File: config.mk
export PLATFORM = sky130hd
export DESIGN_NAME = mcp_controller
export DESIGN_NICKNAME = d
export VERILOG_FILES = /design/src/rtl/mcp_pkg.sv /design/src/rtl/mcp_aludec.sv /design/src/rtl/mcp_controller.sv
export SDC_FILE = /design/constraint.sdc
export NUM_CORES = 1
export LEC_CHECK = 0
export ABC_CLOCK_PERIOD_IN_PS = 3200
export BUFFER_PORTS_ARGS = -buffer_cell sky130_fd_sc_hd__buf_2
export CAP_MARGIN = 20
export CORE_AREA = 5 5 42 44
export CTS_CLUSTER_DIAMETER = 120
export DETAILED_ROUTE_END_ITERATION = 16
export DIE_AREA = 0 0 47 49
export PLACE_DENSITY = 0.93
export SLEW_MARGIN = 40
export SYNTH_ARGS = -nofsm -noshare
export SYNTH_HDL_FRONTEND = slang
export SYNTH_SLANG_ARGS = --single-unit
File: constraint.sdc
create_clock -name clk -period 3.2 [get_ports clk]
set_clock_uncertainty 0.05 [all_clocks]
set_input_delay 0.48 -clock clk [delete_from_list [all_inputs] [get_ports clk]]
set_output_delay 0.48 -clock clk [all_outputs]
set_load 0.02 [all_outputs]
File: src/rtl/mcp_pkg.sv
// Shared encodings for the multicycle MIPS control unit.
// Covers states, opcodes, funct codes, ALU control and mux select codes.
package mcp_pkg;

    typedef enum logic [3:0] {
        S_FETCH   = 4'd0,
        S_DECODE  = 4'd1,
        S_MEMADR  = 4'd2,
        S_MEMRD   = 4'd3,
        S_MEMWB   = 4'd4,
        S_MEMWR   = 4'd5,
        S_RTYPEEX = 4'd6,
        S_RTYPEWB = 4'd7,
        S_BEQEX   = 4'd8,
        S_ADDIEX  = 4'd9,
        S_IMMWB   = 4'd10,
        S_JEX     = 4'd11,
        S_ORIEX   = 4'd12,
        S_ANDIEX  = 4'd13
    } state_t;

    localparam logic [5:0] OP_RTYPE = 6'b000000;
    localparam logic [5:0] OP_LW    = 6'b100011;
    localparam logic [5:0] OP_SW    = 6'b101011;
    localparam logic [5:0] OP_BEQ   = 6'b000100;
    localparam logic [5:0] OP_ADDI  = 6'b001000;
    localparam logic [5:0] OP_J     = 6'b000010;
    localparam logic [5:0] OP_ORI   = 6'b001101;
    localparam logic [5:0] OP_ANDI  = 6'b001100;

    localparam logic [5:0] F_ADD = 6'b100000;
    localparam logic [5:0] F_SUB = 6'b100010;
    localparam logic [5:0] F_AND = 6'b100100;
    localparam logic [5:0] F_OR  = 6'b100101;
    localparam logic [5:0] F_SLT = 6'b101010;

    localparam logic [2:0] ALU_ADD = 3'b010;
    localparam logic [2:0] ALU_SUB = 3'b110;
    localparam logic [2:0] ALU_AND = 3'b000;
    localparam logic [2:0] ALU_OR  = 3'b001;
    localparam logic [2:0] ALU_SLT = 3'b111;

    localparam logic [1:0] AOP_ADD   = 2'b00;
    localparam logic [1:0] AOP_SUB   = 2'b01;
    localparam logic [1:0] AOP_FUNCT = 2'b10;

    localparam logic [1:0] SRCB_B     = 2'b00;
    localparam logic [1:0] SRCB_4     = 2'b01;
    localparam logic [1:0] SRCB_IMM   = 2'b10;
    localparam logic [1:0] SRCB_IMMSH = 2'b11;

    localparam logic [1:0] PC_ALU    = 2'b00;
    localparam logic [1:0] PC_ALUOUT = 2'b01;
    localparam logic [1:0] PC_JUMP   = 2'b10;

endpackage

File: src/rtl/mcp_aludec.sv
// ALU decoder: maps aluop and funct to the ALU control code.
// Unknown funct values fall back to add rather than trapping.
module mcp_aludec
    import mcp_pkg::*;
(
    input  logic [1:0] aluop,
    input  logic [5:0] funct,
    output logic [2:0] alucontrol
);

    always_comb begin
        alucontrol = ALU_ADD;
        case (aluop)
            AOP_ADD: alucontrol = ALU_ADD;
            AOP_SUB: alucontrol = ALU_SUB;
            AOP_FUNCT: begin
                case (funct)
                    F_ADD:   alucontrol = ALU_ADD;
                    F_SUB:   alucontrol = ALU_SUB;
                    F_AND:   alucontrol = ALU_AND;
                    F_OR:    alucontrol = ALU_OR;
                    F_SLT:   alucontrol = ALU_SLT;
                    default: alucontrol = ALU_ADD;
                endcase
            end
            default: alucontrol = ALU_ADD;
        endcase
    end

endmodule

File: src/rtl/mcp_controller.sv
// Multicycle MIPS Moore control FSM; define MCP_LOGIC_IMM_EN to add
// the ori/andi execute states (otherwise those opcodes are illegal).
module mcp_controller
    import mcp_pkg::*;
#(
    parameter int STATE_W  = 4,
    parameter int ALUCTL_W = 3
) (
    input  logic                clk,
    input  logic                reset,
    input  logic [5:0]          op,
    input  logic [5:0]          funct,
    input  logic                zero,
    output logic                pcen,
    output logic                memwrite,
    output logic                irwrite,
    output logic                regwrite,
    output logic                alusrca,
    output logic                iord,
    output logic                memtoreg,
    output logic                regdst,
    output logic                immsrc,
    output logic [1:0]          alusrcb,
    output logic [1:0]          pcsrc,
    output logic [ALUCTL_W-1:0] alucontrol,
    output logic [STATE_W-1:0]  state_o
);

    state_t     state;
    logic       pcwrite;
    logic       branch;
    logic       mw_d;
    logic       irw_d;
    logic       rw_d;
    logic       alu_on;
    logic [1:0] aluop;
    logic [5:0] dfunct;
    logic [2:0] aluc;
`ifdef MCP_LOGIC_IMM_EN
    logic       imm_d;
`endif

    always_ff @(posedge clk) begin
        if (reset) begin
            state <= S_FETCH;
        end else begin
            case (state)
                S_FETCH: state <= S_DECODE;
                S_DECODE: begin
                    case (op)
                        OP_LW, OP_SW: state <= S_MEMADR;
                        OP_RTYPE:     state <= S_RTYPEEX;
                        OP_BEQ:       state <= S_BEQEX;
                        OP_ADDI:      state <= S_ADDIEX;
                        OP_J:         state <= S_JEX;
`ifdef MCP_LOGIC_IMM_EN
                        OP_ORI:       state <= S_ORIEX;
                        OP_ANDI:      state <= S_ANDIEX;
`endif
                        default:      state <= S_FETCH;
                    endcase
                end
                S_MEMADR:
                    state <= (op == OP_SW) ? S_MEMWR : S_MEMRD;
                S_MEMRD:   state <= S_MEMWB;
                S_RTYPEEX: state <= S_RTYPEWB;
                S_ADDIEX:  state <= S_IMMWB;
`ifdef MCP_LOGIC_IMM_EN
                S_ORIEX:   state <= S_IMMWB;
                S_ANDIEX:  state <= S_IMMWB;
`endif
                default:   state <= S_FETCH;
            endcase
        end
    end

    always_comb begin
        pcwrite  = 1'b0;
        branch   = 1'b0;
        mw_d     = 1'b0;
        irw_d    = 1'b0;
        rw_d     = 1'b0;
        alusrca  = 1'b0;
        iord     = 1'b0;
        memtoreg = 1'b0;
        regdst   = 1'b0;
        alusrcb  = SRCB_B;
        pcsrc    = PC_ALU;
        alu_on   = 1'b0;
        aluop    = AOP_ADD;
        dfunct   = funct;
`ifdef MCP_LOGIC_IMM_EN
        imm_d    = 1'b0;
`endif
        case (state)
            S_FETCH: begin
                alusrcb = SRCB_4;
                alu_on  = 1'b1;
                irw_d   = 1'b1;
                pcwrite = 1'b1;
            end
            S_DECODE: begin
                alusrcb = SRCB_IMMSH;
                alu_on  = 1'b1;
            end
            S_MEMADR: begin
                alusrca = 1'b1;
                alusrcb = SRCB_IMM;
                alu_on  = 1'b1;
            end
            S_MEMRD: iord = 1'b1;
            S_MEMWB: begin
                memtoreg = 1'b1;
                rw_d     = 1'b1;
            end
            S_MEMWR: begin
                iord = 1'b1;
                mw_d = 1'b1;
            end
            S_RTYPEEX: begin
                alusrca = 1'b1;
                alu_on  = 1'b1;
                aluop   = AOP_FUNCT;
            end
            S_RTYPEWB: begin
                regdst = 1'b1;
                rw_d   = 1'b1;
            end
            S_BEQEX: begin
                alusrca = 1'b1;
                alu_on  = 1'b1;
                aluop   = AOP_SUB;
                pcsrc   = PC_ALUOUT;
                branch  = 1'b1;
            end
            S_ADDIEX: begin
                alusrca = 1'b1;
                alusrcb = SRCB_IMM;
                alu_on  = 1'b1;
            end
            S_IMMWB: rw_d = 1'b1;
            S_JEX: begin
                pcsrc   = PC_JUMP;
                pcwrite = 1'b1;
            end
`ifdef MCP_LOGIC_IMM_EN
            // Reuse the funct path by substituting the wanted funct.
            S_ORIEX: begin
                alusrca = 1'b1;
                alusrcb = SRCB_IMM;
                alu_on  = 1'b1;
                aluop   = AOP_FUNCT;
                dfunct  = F_OR;
                imm_d   = 1'b1;
            end
            S_ANDIEX: begin
                alusrca = 1'b1;
                alusrcb = SRCB_IMM;
                alu_on  = 1'b1;
                aluop   = AOP_FUNCT;
                dfunct  = F_AND;
                imm_d   = 1'b1;
            end
`endif
            default: ;
        endcase
    end

    mcp_aludec u_aludec (
        .aluop      (aluop),
        .funct      (dfunct),
        .alucontrol (aluc)
    );

    assign alucontrol = alu_on ? ALUCTL_W'(aluc) : '0;

    // Enables are masked combinationally so reset kills them immediately.
    assign pcen     = ~reset & (pcwrite | (branch & zero));
    assign memwrite = ~reset & mw_d;
    assign irwrite  = ~reset & irw_d;
    assign regwrite = ~reset & rw_d;

`ifdef MCP_LOGIC_IMM_EN
    assign immsrc = imm_d;
`else
    assign immsrc = 1'b0;
`endif

    assign state_o = STATE_W'(state);

endmodule

* After elaboration in Yosys (flattened, before gate mapping)
Index checks and enable logic that the tools add are counted.
Storage, ports and cells: flip-flop bits (word level) 4, input port bits 15, output and inout bits 20, word-level logic and storage cells 58
Operators by class: equality and inequality tests 22, mux-type cells 19, bitwise logic cells 7, reductions and logical operators 9
Operator list (count):
- == test 6 bit (second input constant) | 6
- one-hot mux 4 bit (6 select lines) | 1
- one-hot mux 4 bit (5 select lines) | 1
- == test 4 x 3 -> 1 bit (second input constant) | 4
- == test 4 bit (second input constant) | 4
- one-hot mux 3 bit (4 select lines) | 1
- two-way mux 1 bit | 10
- == test 4 x 2 -> 1 bit (second input constant) | 2
- one-hot mux 2 bit (2 select lines) | 2
- OR reduction 2 bit | 4
- == test 6 x 2 -> 1 bit (second input constant) | 1
- == test 6 x 3 -> 1 bit (second input constant) | 1
- == test 6 x 4 -> 1 bit (second input constant) | 1
- logical NOT 6 bit | 1
- two-way mux 3 bit | 2
- one-hot mux 2 bit (3 select lines) | 1
- one-hot mux 3 bit (2 select lines) | 1
- OR reduction 6 bit | 1
- AND 1 bit | 5
- == test 4 x 1 -> 1 bit (second input constant) | 1
- logical NOT 4 bit | 1
- OR reduction 4 bit | 1
- OR reduction 3 bit | 1
- == test 2 x 1 -> 1 bit (second input constant) | 1
- 3 further kinds | 3

* Logic depth before layout (Yosys ltp)
Gate-level depths: netlist (run 1).
word-level depth 5, gate-level depth with buffers 6, mapped depth without buffers 6

* Cells and area by module
A second synthesis (run 1) with hierarchy kept.
Unflattened totals: cell total of the unflattened synthesis 84, area, all modules 583.1 sq um
Modules (own cells, without submodules):
- mcp_controller | instances 1, cells an instance 69, area an instance 464.2 sq um, seq. area each 80.1 sq um
- mcp_aludec | instances 1, cells an instance 15, area an instance 118.9 sq um, seq. area each 0.0 sq um

* Least setup slack after synthesis (run 1)
No wires, ideal clock.
path type reg-to-output, from reg state[0], in the netlist state_o[0], to out alucontrol[0], data arrival time 1.894 ns, required time 2.670 ns, setup slack 0.776 ns, stages on the path, launching flop included 6, path buffers 1, path through dfxtp_1 clkbuf_1 or3_1 ha_1 o21ai_0 nor3_1
Between the ends: word-level cells in the longest chain between the ends 5, elaborated cells on any way between the ends 13, those cells by class 7 x eq/ne; 4 x mux; 2 x reduce/logical
Ends and longest elaborated chain:
- start: declaration | line mcp_controller.sv:29 | state_t state;
- start signal: assignment | line mcp_controller.sv:64 | state <= (op == OP_SW) ? S_MEMWR : S_MEMRD;
- == test 4 bit / == test 4 x 3 -> 1 bit (equally long branches) | line mcp_controller.sv:95 | case (state)
- one-hot mux 2 bit (2 select lines) | line mcp_controller.sv:95
- == test 2 bit / == test 2 x 1 -> 1 bit (equally long branches) | line mcp_aludec.sv:13 | case (aluop)
- one-hot mux 3 bit (2 select lines) | line mcp_aludec.sv:13
- two-way mux 3 bit * | line mcp_controller.sv:175 | assign alucontrol = alu_on ? ALUCTL_W'(aluc) : '0;
- end: declaration | line mcp_controller.sv:25 | output logic [ALUCTL_W-1:0] alucontrol,
Mark *: on every way between the ends. The rest lies on a longest branch, timed or not.

* Worst setup path after layout (run 1)
from reg state[3], in the netlist state_o[3], to out alucontrol[0]
Same word-level chain as after synthesis.

==> reports/results.tsv, run 1 <==
stage	metric	value	unit
power	powerDensity	230	nW/um2
detailed_routing	via_per_inst	5.27	
floorplan	initial_core_util	41.4	%
floorplan	fp.dieH	49	um
placed_design	routabilityCongestion	0.837	
detailed_routing	drt_iter0_drc	10	
layout	multi_input_comb_area	457	um2
placed_design	dp_hpwl	1330	um
clock_tree	cts.sinks	4	
clock_tree	htree_levels	1	
yosys	syn_inst	89	
layout	nFillCells	156	
clock_tree	cts_tree	built	
layout	final-seq-area	80.1	um2
yosys	synth_nets	107	
placed_design	portBuffers	33	
global_route	antenna_found_initial	0	
clock_tree	cts_hold_buf	0	
sta	setup-tns-final	0	ns
floorplan	fp-row-count	14	
global_route	grt_max_degree	18	
floorplan	num_io_pins	35	
sta	drv_slew	0	
detailed_routing	vias	717	
setup_path	crit_required	2.67	ns
layout	finalInstanceArea	763	um2
yosys	yosys_warnings	0	
setup_path	cpPeakStageDelay	0.63	ns
yosys	syn_area	581	um2
clock_tree	cts.repair.resized	0	
yosys	synth_top_area_cell	dfxtp_1	
setup_path	cpMaxStageDelayCell	dfxtp_1	
layout	largest_reg_flops	4	
global_route	grt_pass1_wl	2440	um
clock_tree	cts_root_buf	clkbuf_4	
setup_path	end_kind	output port	
setup_path	cp-start-kind	flip-flop	
layout	antenna_cells	0	
setup_path	cp_max_fo	16	
yosys	syn_avg_cell_area	6.52	um2
clock_tree	clock_path_buffers	2	
detailed_routing	post-route-drc-count	0	
floorplan	core_area	1400	um2
yosys	synth_top_area_share	13.8	%
run	cap_viol_max_count	0	
detailed_routing	firstDrtPassIters	4	
global_route	overflow	0	
clock_tree	cts_made_buffers	3	
layout	area_growth	31.5	%
sta	setup_viol	0	
sta	post-route-min-period	2.73	ns
sta	rsz0062_at_grt	false	
detailed_routing	ant_nets	0	
global_route	track_usage	14.6	%
setup_path	worstPathArrival	2.20	ns
clock_tree	cts.clk_slew.worst_paths	0.03	ns
detailed_routing	avgRoutedWirePerCell	12.2	um
placed_design	placed_area	741	um2
layout	nets	140	
sta	worst_pin_slew	0.519	ns
clock_tree	clock_latency	0.25	ns
layout	drive_gt1_share	32.5	%
sta	slew_headroom	65.4	%
setup_path	crit_type	reg2out	
sta	hold_viol	0	
detailed_routing	wirelength	1660	um
power	p_leak	0.348	nW
setup_path	path_cells	nand2b_1, or3_1, ha_1, o21ai_0, nor3_1, buf_2	
yosys	synth_seq_cells	4	
layout	layout_common_cells	buf_2, nor2_1, nand2b_1	
yosys	synth.distinct_cells	31	
sta	clock.fmax	0.367	GHz
global_route	grt_pass1_vias	611	
yosys	ys_top_cells_by_area	dfxtp_1, nor2_1, nand2b_1	
layout	final_common_cell	buf_2	
power	ir_drop	253	uV
clock_tree	post-cts-setup-buffers	0	
floorplan	die_area	2300	um2
yosys	ys_seq_area_share	13.8	%
floorplan	die_w	47	um
run_status	status	finished clean	
sta	post-route-period-util	85.2	%
worst_hold_path	hold_path_class	in2reg	
==> where the power goes <==
part	internal, mW	switching [mW]	leakage (nW)
sequential	0.0517	0.00578	0.0326
clock	0.0421	0.0240	0.0138
combinational	0.0220	0.0301	0.301
==> cell usage after synthesis <==
cell type	instances
a2111oi_2	1
a211oi_1	2
a21o_1	1
a21oi_1	5
a22oi_1	1
a31oi_1	2
a41oi_1	1
and4b_2	1
buf_2	2
buf_4	1
clkbuf_1	2
conb_1	1
dfxtp_1	4
ha_1	3
inv_1	5
nand2_1	4
nand2b_1	7
nand3_1	3
nand3b_1	1
nand4_1	1
nor2_1	15
nor2b_1	3
nor3_1	6
nor3b_1	3
nor4_1	1
nor4b_2	1
o21ai_0	5
o21bai_1	1
or3_1	3
or4_1	1
xnor2_1	2
==> metrics by stage <==
step	hold slack [ns]	setup WS, ns	total power [mW]	utilization, %	std cells
finish	0.489	0.472	0.176	54.5	136
global route	0.496	0.370	0.187	54.5	136
CTS	0.488	0.468	0.180	54.5	136
detailed placement	0.709	0.731	0.110	52.9	133
global placement	0.654	0.889	0.109	52.9	133
floorplan	0.566	0.776	0.0887	-	89
==> worst max-delay path: cells and delay by family (launching register included) <==
family	cells	cell delay (ns)
simple gates	3	0.70
flops	1	0.63
buf+inv	1	0.19
compound gates	1	0.11
fa+ha+maj	1	0.32
==> cell type report <==
| cell class | instances | area share, % |
|---|---|---|
| clock buffer | 3 | 2.95 |
| inverter | 5 | 2.46 |
| multi-input combinational | 75 | 59.8 |
| sequential | 4 | 10.5 |
| tap | 16 | 2.62 |
| timing repair buffer | 33 | 21.6 |
==> routing by layer <==
layer	up-vias	GRT usage, %	share of wire [%]
met3	4	2.21	8.1
met1	306	14.9	40
met2	30	25.3	50
met5	-	0	0
li1	377	-	-
met4	0	9.68	2.4
==> worst paths after layout <==
kind | start | end | slack, ns | depth (start not counted)
max | state_o[3] | alucontrol[0] | 0.47 | 6
min | op[2] | state_o[3] | 0.49 | 3
max reg2reg | state_o[1] | state_o[0] | 1.52 | 4
min reg2reg | state_o[0] | state_o[0] | 0.72 | 1
==> cell families (layout without fill, tap and decap cells) <==
family | count (synthesis) | after routing | synth area share (%)
and+or+nand+nor | 50 | 50 | 47.2
AOI/OAI and AO/OA | 19 | 19 | 21.3
buffers and inverters | 10 | 41 | 7.54
DFF | 4 | 4 | 13.8
adders and majority gates | 3 | 3 | 6.47
xor gates and xnor gates | 2 | 2 | 3.02
other | 1 | 1 | 0.646
(Power assumes the default switching activity.)
==> run 2, diff against run 1 <==
--- a/config.mk
+++ b/config.mk
@@ -13,6 +13,7 @@
 export DETAILED_ROUTE_END_ITERATION = 16
 export DIE_AREA = 0 0 47 49
 export PLACE_DENSITY = 0.93
+export RECOVER_POWER = 100
 export SLEW_MARGIN = 40
 export SYNTH_ARGS = -nofsm -noshare
 export SYNTH_HDL_FRONTEND = slang
==> reports/results.tsv, run 2 (same netlist as run 1, synthesis figures left out) <==
stage	metric	value	unit	change
run_status	status	finished clean		
placed_design	portBuffers	33		unchanged
floorplan	die_area	2300	um2	unchanged
sta	post-route-min-period	2.77	ns	+0.0462 ns
power	combPwrFrac	28.6	%	-1.0 points
global_route	track_usage	14.6	%	unchanged
floorplan	core_area	1400	um2	unchanged
power	powerDensity	236	nW/um2	+2.7%
clock_tree	cts.repair.resized	0		unchanged
layout	final-seq-area	80.1	um2	unchanged
clock_tree	cts_tree	built		
layout	finalInstanceArea	733	um2	-3.9%
layout	nFillCells	169		+8.3%
detailed_routing	vias	711		-0.84%
power	p_int	0.113	mW	-2.1%
clock_tree	cts.sinks	4		unchanged
sta	drv_slew	0		unchanged
layout	drive_gt1_share	15.8	%	-17 points
sta	slew_headroom	65.6	%	+0.19 points
global_route	overflow	0		unchanged
clock_tree	clock_latency	0.25	ns	about the same
floorplan	fp.dieH	49	um	unchanged
detailed_routing	ant_nets	0		unchanged
layout	final_common_cell	clkbuf_1		
global_route	grt_max_degree	18		unchanged
setup_path	path_buf_inv	1		unchanged
floorplan	die_w	47	um	unchanged
detailed_routing	wirelength	1670	um	+0.30%
setup_path	end_kind	output port		
global_route	grt_pass1_wl	2440	um	unchanged
setup_path	cpPeakStageDelay	0.61	ns	-0.02 ns
sta	setup_viol	0		unchanged
worst_hold_path	hold_path_class	in2reg		
detailed_routing	firstDrtPassIters	3		-1
clock_tree	post-cts-setup-buffers	0		unchanged
global_route	antenna_found_initial	0		unchanged
layout	antenna_cells	0		unchanged
layout	nets	140		unchanged
power	seqPwrFrac	33.0	%	+0.3 points
clock_tree	htree_levels	1		unchanged
clock_tree	cts_hold_buf	0		unchanged
setup_path	crit_type	reg2out		
power	p_leak	0.273	nW	-21%
layout	multi_input_comb_area	450	um2	-1.4%
setup_path	crit_family	simple AND/OR/NAND/NOR gates		
clock_tree	cts_root_buf	clkbuf_4		
detailed_routing	drt_iter0_drc	6		-4
setup_path	cp-start-kind	flip-flop		
sta	setup-tns-final	0	ns	unchanged
run	cap_viol_max_count	0		unchanged
sta	rsz0062_at_grt	false		
setup_path	cp_max_fo	16		unchanged
power	ir_drop	249	uV	-1.7%
clock_tree	cts.clk_slew.worst_paths	0.03	ns	about the same
setup_path	path_cells	nand2b_1, or3_1, ha_1, o21ai_0, nor3_1, clkbuf_1		
global_route	grt_pass1_vias	611		unchanged
layout	largest_reg_flops	4		unchanged
placed_design	routabilityCongestion	0.837		unchanged
floorplan	fp-row-count	14		unchanged
layout	layout_common_cells	clkbuf_1, nor2_1, buf_2		
power	netSwitchingFraction	34.5	%	+0.45 points
sta	clock.fmax	0.360	GHz	-1.7%
setup_path	cpMaxStageDelayCell	dfxtp_1		
clock_tree	clock_path_buffers	2		unchanged
detailed_routing	via_per_inst	5.23		-0.84%
sta	post-route-period-util	86.7	%	+1.4 points
placed_design	dp_hpwl	1330	um	unchanged
sta	hold_viol	0		unchanged
floorplan	initial_core_util	41.4	%	unchanged
layout	area_growth	26.3	%	
detailed_routing	post-route-drc-count	0		unchanged
placed_design	placed_area	741	um2	unchanged
sta	worst_pin_slew	0.516	ns	-0.00283 ns
power	power_frac_clock	38.3	%	+0.7 points
floorplan	num_io_pins	35		unchanged
setup_path	crit_required	2.67	ns	about the same
power	p_switching	0.0598	mW	about the same
detailed_routing	avgRoutedWirePerCell	12.2	um	+0.30%
setup_path	worstPathArrival	2.24	ns	+0.04 ns
clock_tree	cts_made_buffers	3		unchanged
-- run 2: changes by cell type in the layout (fill, tap and decap cells not counted) --
| cell | change |
|---|---|
| buf_2 | -19 |
| clkbuf_1 | +19 |
| a2111oi_0 | +1 |
| a2111oi_2 | -1 |
-- run 2: power groups by stage --
stage | clock, mW | sequential, mW | combinational [mW]
6_report | 0.0665 | 0.0572 | 0.0496
5_1_grt | 0.0723 | 0.0576 | 0.0544
4_1_cts | 0.0699 | 0.0573 | 0.0525
3_5_place_dp | 0 | 0.0581 | 0.0524
3_3_place_gp | 0 | 0.0579 | 0.0508
2_1_floorplan | 0 | 0.0562 | 0.0325
-- run 2: final cells by class --
class	count	area share [%]
multi-input cells	75	61.4
repair buffers	33	19.3
flip-flops and latches	4	10.9
clock buffers	3	3.07
well taps	16	2.73
inverters	5	2.56
-- run 2: worst reg2reg max path: cells and delay by family (launching register included) --
kind,cells,cell delay [ns]
compound gates,2,0.52
flops,1,0.61
simple gates,2,0.43
-- run 2: through the flow --
step / cells / hold WS (ns) / setup WS [ns] / util (%) / power (mW)
final: 136 / 0.490 / 0.426 / 52.3 / 0.173
after global routing: 136 / 0.496 / 0.297 / 52.3 / 0.184
after CTS: 136 / 0.488 / 0.468 / 54.5 / 0.180
after detailed placement: 133 / 0.709 / 0.731 / 52.9 / 0.110
after global placement: 133 / 0.654 / 0.889 / 52.9 / 0.109
after floorplan: 89 / 0.566 / 0.776 / - / 0.0887
-- run 2: final timing paths --
path	cells past startpoint	from	slack, ns	end
setup / recovery	6	state_o[3]	0.43	alucontrol[0]
hold / removal	3	op[2]	0.49	state_o[3]
setup reg to reg	4	state_o[1]	1.46	state_o[0]
hold reg to reg	2	state_o[1]	0.72	state_o[0]
-- run 2: metal layers --
layer / vias up / global-route usage (%) / wire [um]
met5: - / 0 / 0
met4: 0 / 9.68 / 40
met3: 4 / 2.21 / 120
met2: 24 / 25.3 / 831
met1: 307 / 14.9 / 672
li1: 376 / - / -
